### src/rtl/rsa_pkg.sv
// Shared types and constants for the RSA UART/Avalon bridge.
// OUT_BYTES follows RSA_FULL_OUT_EN: 32 when defined, else 31.
package rsa_pkg;

    typedef enum logic [2:0] {
        S_POLL_RX,
        S_READ,
        S_START,
        S_WAIT,
        S_POLL_TX,
        S_WRITE
    } state_t;

    typedef enum logic [1:0] {
        P_N,
        P_D,
        P_A
    } phase_t;

    typedef enum logic {
        B_STAT,
        B_DATA
    } port_t;

    localparam logic [4:0] RX_OFFSET     = 5'd0;
    localparam logic [4:0] TX_OFFSET     = 5'd4;
    localparam logic [4:0] STATUS_OFFSET = 5'd8;

    localparam int RX_OK_BIT = 7;
    localparam int TX_OK_BIT = 6;
    localparam int KEY_BYTES = 32;

`ifdef RSA_FULL_OUT_EN
    localparam int OUT_BYTES = 32;
`else
    localparam int OUT_BYTES = 31;
`endif

    localparam logic [5:0] LAST_KEY = 6'(KEY_BYTES - 1);
    localparam logic [5:0] LAST_OUT = 6'(OUT_BYTES - 1);

endpackage

### src/rtl/rsa_avalon_bridge_if.sv
// Avalon-MM bus between the bridge (master) and the UART (slave).
// address/read/write/writedata go out, readdata/waitrequest come in.
interface rsa_avalon_bridge_if;

    logic [4:0]  avm_address;
    logic        avm_read;
    logic        avm_write;
    logic [31:0] avm_writedata;
    logic [31:0] avm_readdata;
    logic        avm_waitrequest;

    modport master (
        output avm_address,
        output avm_read,
        output avm_write,
        output avm_writedata,
        input  avm_readdata,
        input  avm_waitrequest
    );

    modport slave (
        input  avm_address,
        input  avm_read,
        input  avm_write,
        input  avm_writedata,
        output avm_readdata,
        output avm_waitrequest
    );

endinterface

### src/rtl/rsa_uart_byte_port.sv
// One UART byte transfer: status poll until ready, then data read/write.
// Ports: i_req/i_we/i_byte_in in; o_stat_ok, o_done, o_byte_out out; avm bus.
module rsa_uart_byte_port
    import rsa_pkg::*;
(
    input  logic                       i_clk,
    input  logic                       i_rst,
    rsa_avalon_bridge_if.master        avm,
    input  logic                       i_req,
    input  logic                       i_we,
    input  logic [7:0]                 i_byte_in,
    output logic                       o_stat_ok,
    output logic                       o_done,
    output logic [7:0]                 o_byte_out
);

    port_t r_st;
    port_t w_st_nxt;
    logic  w_ack;
    logic  w_ok_bit;

    assign w_ack      = ~avm.avm_waitrequest;
    assign w_ok_bit   = i_we ? avm.avm_readdata[TX_OK_BIT]
                             : avm.avm_readdata[RX_OK_BIT];
    assign o_byte_out = avm.avm_readdata[7:0];

    always_ff @(posedge i_clk or negedge i_rst) begin
        if (!i_rst) r_st <= B_STAT;
        else        r_st <= w_st_nxt;
    end

    // Request lines depend only on state and i_req, so they hold
    // steady while the slave stalls.
    always_comb begin
        w_st_nxt          = r_st;
        avm.avm_address   = '0;
        avm.avm_read      = 1'b0;
        avm.avm_write     = 1'b0;
        avm.avm_writedata = '0;
        o_stat_ok         = 1'b0;
        o_done            = 1'b0;
        if (i_req) begin
            case (r_st)
                B_STAT: begin
                    avm.avm_read    = 1'b1;
                    avm.avm_address = STATUS_OFFSET;
                    if (w_ack && w_ok_bit) begin
                        o_stat_ok = 1'b1;
                        w_st_nxt  = B_DATA;
                    end
                end
                default: begin
                    if (i_we) begin
                        avm.avm_write     = 1'b1;
                        avm.avm_address   = TX_OFFSET;
                        avm.avm_writedata = {24'd0, i_byte_in};
                    end else begin
                        avm.avm_read    = 1'b1;
                        avm.avm_address = RX_OFFSET;
                    end
                    if (w_ack) begin
                        o_done   = 1'b1;
                        w_st_nxt = B_STAT;
                    end
                end
            endcase
        end
    end

endmodule

### src/rtl/rsa_avalon_bridge.sv
// Feeds N, d and ciphertext blocks from the UART to the RSA core and
// streams plaintext back. Ports: i_clk, i_rst, avm bus, core start/N/d/a,
// core result/finished. RSA_FULL_OUT_EN sends all 32 result bytes.
module rsa_avalon_bridge
    import rsa_pkg::*;
(
    input  logic                i_clk,
    input  logic                i_rst,
    rsa_avalon_bridge_if.master avm,
    output logic                o_core_start,
    output logic [255:0]        o_core_n,
    output logic [255:0]        o_core_d,
    output logic [255:0]        o_core_a,
    input  logic [255:0]        i_core_a_pow_d,
    input  logic                i_core_finished
);

    state_t       r_state;
    state_t       w_next;
    phase_t       r_phase;
    logic [5:0]   r_cnt;
    logic         r_run;
    logic [255:0] r_n;
    logic [255:0] r_d;
    logic [255:0] r_a;
    logic [255:0] r_out;
    logic         w_req;
    logic         w_we;
    logic         w_stat_ok;
    logic         w_done;
    logic [7:0]   w_rx_byte;
    logic [7:0]   w_tx_byte;

    assign w_we      = (r_state == S_POLL_TX) || (r_state == S_WRITE);
    // r_run keeps the bus idle while reset is held.
    assign w_req     = r_run && (w_we || (r_state == S_POLL_RX)
                                      || (r_state == S_READ));
    assign w_tx_byte = r_out[OUT_BYTES*8-1 -: 8];

    assign o_core_start = (r_state == S_START);
    assign o_core_n     = r_n;
    assign o_core_d     = r_d;
    assign o_core_a     = r_a;

    rsa_uart_byte_port u_port (
        .i_clk      (i_clk),
        .i_rst      (i_rst),
        .avm        (avm),
        .i_req      (w_req),
        .i_we       (w_we),
        .i_byte_in  (w_tx_byte),
        .o_stat_ok  (w_stat_ok),
        .o_done     (w_done),
        .o_byte_out (w_rx_byte)
    );

    always_ff @(posedge i_clk or negedge i_rst) begin
        if (!i_rst) begin
            r_state <= S_POLL_RX;
            r_run   <= 1'b0;
        end else begin
            r_state <= w_next;
            r_run   <= 1'b1;
        end
    end

    always_comb begin
        w_next = r_state;
        case (r_state)
            S_POLL_RX: if (w_stat_ok) w_next = S_WRITE == S_WRITE ? S_READ : S_READ;
            S_READ: begin
                if (w_done) begin
                    if (r_cnt == LAST_KEY && r_phase == P_A) w_next = S_START;
                    else                                    w_next = S_POLL_RX;
                end
            end
            S_START:   w_next = S_WAIT;
            S_WAIT:    if (i_core_finished) w_next = S_POLL_TX;
            S_POLL_TX: if (w_stat_ok) w_next = S_WRITE;
            S_WRITE: begin
                if (w_done) begin
                    if (r_cnt == LAST_OUT) w_next = S_POLL_RX;
                    else                   w_next = S_POLL_TX;
                end
            end
            default:   w_next = S_POLL_RX;
        endcase
    end

    always_ff @(posedge i_clk or negedge i_rst) begin
        if (!i_rst) begin
            r_phase <= P_N;
            r_cnt   <= '0;
            r_n     <= '0;
            r_d     <= '0;
            r_a     <= '0;
            r_out   <= '0;
        end else begin
            if (r_state == S_READ && w_done) begin
                case (r_phase)
                    P_N:     r_n <= {r_n[247:0], w_rx_byte};
                    P_D:     r_d <= {r_d[247:0], w_rx_byte};
                    default: r_a <= {r_a[247:0], w_rx_byte};
                endcase
                if (r_cnt == LAST_KEY) begin
                    r_cnt <= '0;
                    if (r_phase == P_N) r_phase <= P_D;
                    else                r_phase <= P_A;
                end else begin
                    r_cnt <= r_cnt + 6'd1;
                end
            end
            if (r_state == S_WAIT && i_core_finished) r_out <= i_core_a_pow_d;
            if (r_state == S_WRITE && w_done) begin
                r_out <= r_out << 8;
                if (r_cnt == LAST_OUT) r_cnt <= '0;
                else                   r_cnt <= r_cnt + 6'd1;
            end
        end
    end

endmodule

### src/flat_wrapper.sv
// flat-port wrapper written by rule: the top's interface ports become plain ports
module rsa_avalon_bridge_flat import rsa_pkg::*;
  (i_clk, i_rst, o_core_start, o_core_n, o_core_d, o_core_a, i_core_a_pow_d, i_core_finished, avm_avm_address, avm_avm_read, avm_avm_write, avm_avm_writedata, avm_avm_readdata, avm_avm_waitrequest);
  rsa_avalon_bridge_if avm_i ();
  input  logic i_clk;
  input  logic i_rst;
  output logic o_core_start;
  output logic [255:0] o_core_n;
  output logic [255:0] o_core_d;
  output logic [255:0] o_core_a;
  input  logic [255:0] i_core_a_pow_d;
  input  logic i_core_finished;
  output wire logic [$bits(avm_i.avm_address)-1:0] avm_avm_address;
  output wire logic [$bits(avm_i.avm_read)-1:0] avm_avm_read;
  output wire logic [$bits(avm_i.avm_write)-1:0] avm_avm_write;
  output wire logic [$bits(avm_i.avm_writedata)-1:0] avm_avm_writedata;
  input wire logic [$bits(avm_i.avm_readdata)-1:0] avm_avm_readdata;
  input wire logic [$bits(avm_i.avm_waitrequest)-1:0] avm_avm_waitrequest;
  assign avm_avm_address = avm_i.avm_address;
  assign avm_avm_read = avm_i.avm_read;
  assign avm_avm_write = avm_i.avm_write;
  assign avm_avm_writedata = avm_i.avm_writedata;
  assign avm_i.avm_readdata = avm_avm_readdata;
  assign avm_i.avm_waitrequest = avm_avm_waitrequest;
  rsa_avalon_bridge u_core (.i_clk(i_clk), .i_rst(i_rst), .avm(avm_i), .o_core_start(o_core_start), .o_core_n(o_core_n), .o_core_d(o_core_d), .o_core_a(o_core_a), .i_core_a_pow_d(i_core_a_pow_d), .i_core_finished(i_core_finished));
endmodule
### config.mk
export PLATFORM = sky130hd
export DESIGN_NAME = rsa_avalon_bridge_flat
export DESIGN_NICKNAME = d
export VERILOG_FILES = /design/src/rtl/rsa_pkg.sv /design/src/rtl/rsa_avalon_bridge_if.sv /design/src/rtl/rsa_uart_byte_port.sv /design/src/rtl/rsa_avalon_bridge.sv /design/src/flat_wrapper.sv
export SDC_FILE = /design/constraint.sdc
export NUM_CORES = 1
export LEC_CHECK = 0
export BUFFER_PORTS_ARGS = -buffer_cell sky130_fd_sc_hd__buf_2
export CORE_AREA = 2 2 431 433
export DETAILED_ROUTE_END_ITERATION = 7
export DIE_AREA = 0 0 433 435
export GPL_TIMING_DRIVEN = 1
export PLACE_DENSITY = 0.51
export SLEW_MARGIN = 20
export SYNTH_ARGS = -nofsm -noshare
export SYNTH_HDL_FRONTEND = slang
export SYNTH_SLANG_ARGS = --single-unit
### constraint.sdc
create_clock -name i_clk -period 4.46 [get_ports i_clk]
set_input_delay 0.669 -clock i_clk [delete_from_list [all_inputs] [get_ports i_clk]]
set_output_delay 0.669 -clock i_clk [all_outputs]
set_load 0.02 [all_outputs]
==> metrics.yaml <==
run_status: "completed"
synth_area_um2: 39800
gr-total-overflow: 0
final_cell_mix: "buf_2, dfrtp_1, mux2_2"
placed_cell_area_um2: 47800
synthFlopType: "dfrtp_1"
cts_buffer_depth: 3
crit_end: "avm_avm_writedata[7]"
rr_worst_depth: 6
r2r_start: "u_core.r_state[0]$_DFFE_PN0P_"
synth_area_per_cell_um2: 14.1
tns_ns: 0
tritoncts: "built"
die_area_um2: 188000
synthMuxAreaShare_pct: 21.9
std_cell_rows: 158
io_buffers: 1040
drcViolationCount: 0
finalSetupViolations: 0
max_freq_mhz: 279
clk_pin_slew_ns: 0.06
clk_latency_ns: 0.75
required_ns: 3.79
reg2reg_slack_ns: 1.63
nFillCells: 19100
final_util_pct: 28.2
synthAdderAreaFrac_pct: 0.0629
synthSimpleGateAreaFrac_pct: 5.45
vias: 26600
grt.total_usage_pct: 13.2
routed_wl_mm: 128
worst_slew_pin_slew_ns: 0.936
wl_per_cell_um: 19.8
critPathMaxFanout: 11
drt_first_pass_iters: 5
dp_hpwl_mm: 94.7
critPathArrivalTime_ns: 2.91
grt_pass1_wl_mm: 187
seq_area_um2: 25700
die_h_um: 435
synth_warnings: 0
gp_congestion: 0.859
period_needed_ns: 3.58
p_total_mw: 20.0
synth_cell_types: 39
final-hold-violation-count: 0
cts_num_sinks: 1029
multi_input_area_um2: 13000
netlist_instances: 2816
end_kind: "output pin"
root_buffer: "clkbuf_16"
drt_iter0_markers: 1574
worst-setup-path-type: "reg2out"
antenna_found_initial: 22
nets: 4151
postCtsResizedCells: 0
layout-drive-gt1-share_pct: 51.9
p_leak_nw: 28.6
hold_start: "i_core_a_pow_d[38]"
grt_setup_unrepaired: "false"
hold_path_class: "in2reg"
final_common_cell: "buf_2"
grt_max_degree: 128
die_w_um: 433
yosysSeqAreaShare_pct: 64.7
numCtsBuffers: 116
grt_pass1_vias: 27200
areaGrowthSynthToFinish_pct: 30.2
layout_setup_ws_ns: 0.877
io_pins: 1100
final_max_slew_viol_count: 0
vias_per_cell: 4.12
vdd_drop_max_mv: 0.298
critPathLaunch: "u_core.r_state[2]$_DFFE_PN0P_"
initial_core_util_pct: 21.6
async_flop_share_pct: 100
synth-compound-area-share_pct: 4.88
dp.cells: 6218
cap_viol_max_count: 0
fin_cells: 6449
hold_ws_ns: 0.127
synth_edf_count: 0
synth_top_family_by_area: "multiplexers"
htreeDepth: 3
finClkSkew_ns: 0.0373
powerDensity_nw_per_um2: 387
fin_crit_sh_pct: 80.3
dp_worst_setup_slack_ns: 1.33
maxSlewHeadroom_pct: 37.6
postCtsSetupRepairBufs: 0
stdcell_area_um2: 51800
coreArea_um2: 184000
ant_nets: 0
whs_path_depth: 3
timing.rr.end: "u_core.o_core_a[140]$_DFFE_PN0P_"
worst_setup_path_start_kind: "flop"
synth_seq_cells: 1029
synth_xor_area_share_pct: 0.0440
==> cell type report <==
type                    count  area share, %
multi-input cells        1614           25.1
flip-flops and latches   1029           49.7
well taps                2480           5.99
clock buffers             182           6.70
diodes                     16         0.0773
repair buffers           1095           11.5
inverters                   1        0.00724
clock inverters            32          0.976
==> worst max-delay path, cell delays in order (launching register included) <==
cell,delay (ns)
dfrtp_1,0.65
nor2b_1,0.47
and3_1,0.62
and2_1,0.23
buf_2,0.18
==> power by group <==
part	switching (mW)	internal, mW
clock	3.99	5.86
combinational	0.506	0.215
sequential	0.0848	9.39
total	4.58	15.5
==> Yosys cell counts (6+ instances only) <==
library cell     n  area share, %
nor2_1           9          0.085
a22oi_1        240            4.5
mux2_2         771             22
buf_4           55            1.0
nand2_1        503            4.7
a21oi_1         10           0.13
buf_2           38           0.48
clkbuf_1        75           0.71
buf_6           24           0.68
and2_1           8           0.13
dfrtp_1       1029             65
buf_1            6          0.057
==> cells by family after synthesis <==
family | Yosys count
flip-flops | 1029
multiplexers | 773
AND/OR/NAND/NOR | 546
AO/OA/AOI/OAI | 263
buffers and inverters | 199
adder cells (fa/ha/maj) | 2
other | 2
XOR/XNOR | 2
==> registers in the layout, indices dropped and copies added, names as in the netlist <==
register,count
u_core.o_core_a,256
u_core.r_out,248
u_core.r_cnt,6
u_core.u_port.r_st,1
u_core.r_phase,2
u_core.o_core_n,256
u_core.o_core_d,256
u_core.r_run,1
u_core.r_state,3
==> worst min path at each step <==
stage	to
floorplan	u_core.o_core_a[0]$_DFFE_PN0P_
global placement	u_core.r_out[243]$_DFFE_PN0P_
detailed placement	u_core.r_out[247]$_DFFE_PN0P_
CTS	u_core.r_out[18]$_DFFE_PN0P_
global route	u_core.r_out[217]$_DFFE_PN0P_
finish	u_core.r_out[38]$_DFFE_PN0P_
==> layer usage <==
layer | global-route usage [%] | part of all wire [%] | vias to the layer above
li1 | - | - | 11900
met1 | 15.3 | 39 | 13600
met2 | 22.3 | 49 | 821
met3 | 4.14 | 7.4 | 223
met4 | 5.62 | 3.7 | 14
met5 | 0 | 0.077 | -
==> timing repair <==
| action | 4_1_cts | 5_1_grt |
|---|---|---|
| setup endpoints to repair | 0 | 0 |
| hold buffers | 1 | 0 |
| hold endpoints to repair | 44 | 0 |
No activity file was read; power rests on OpenSTA's default activity.
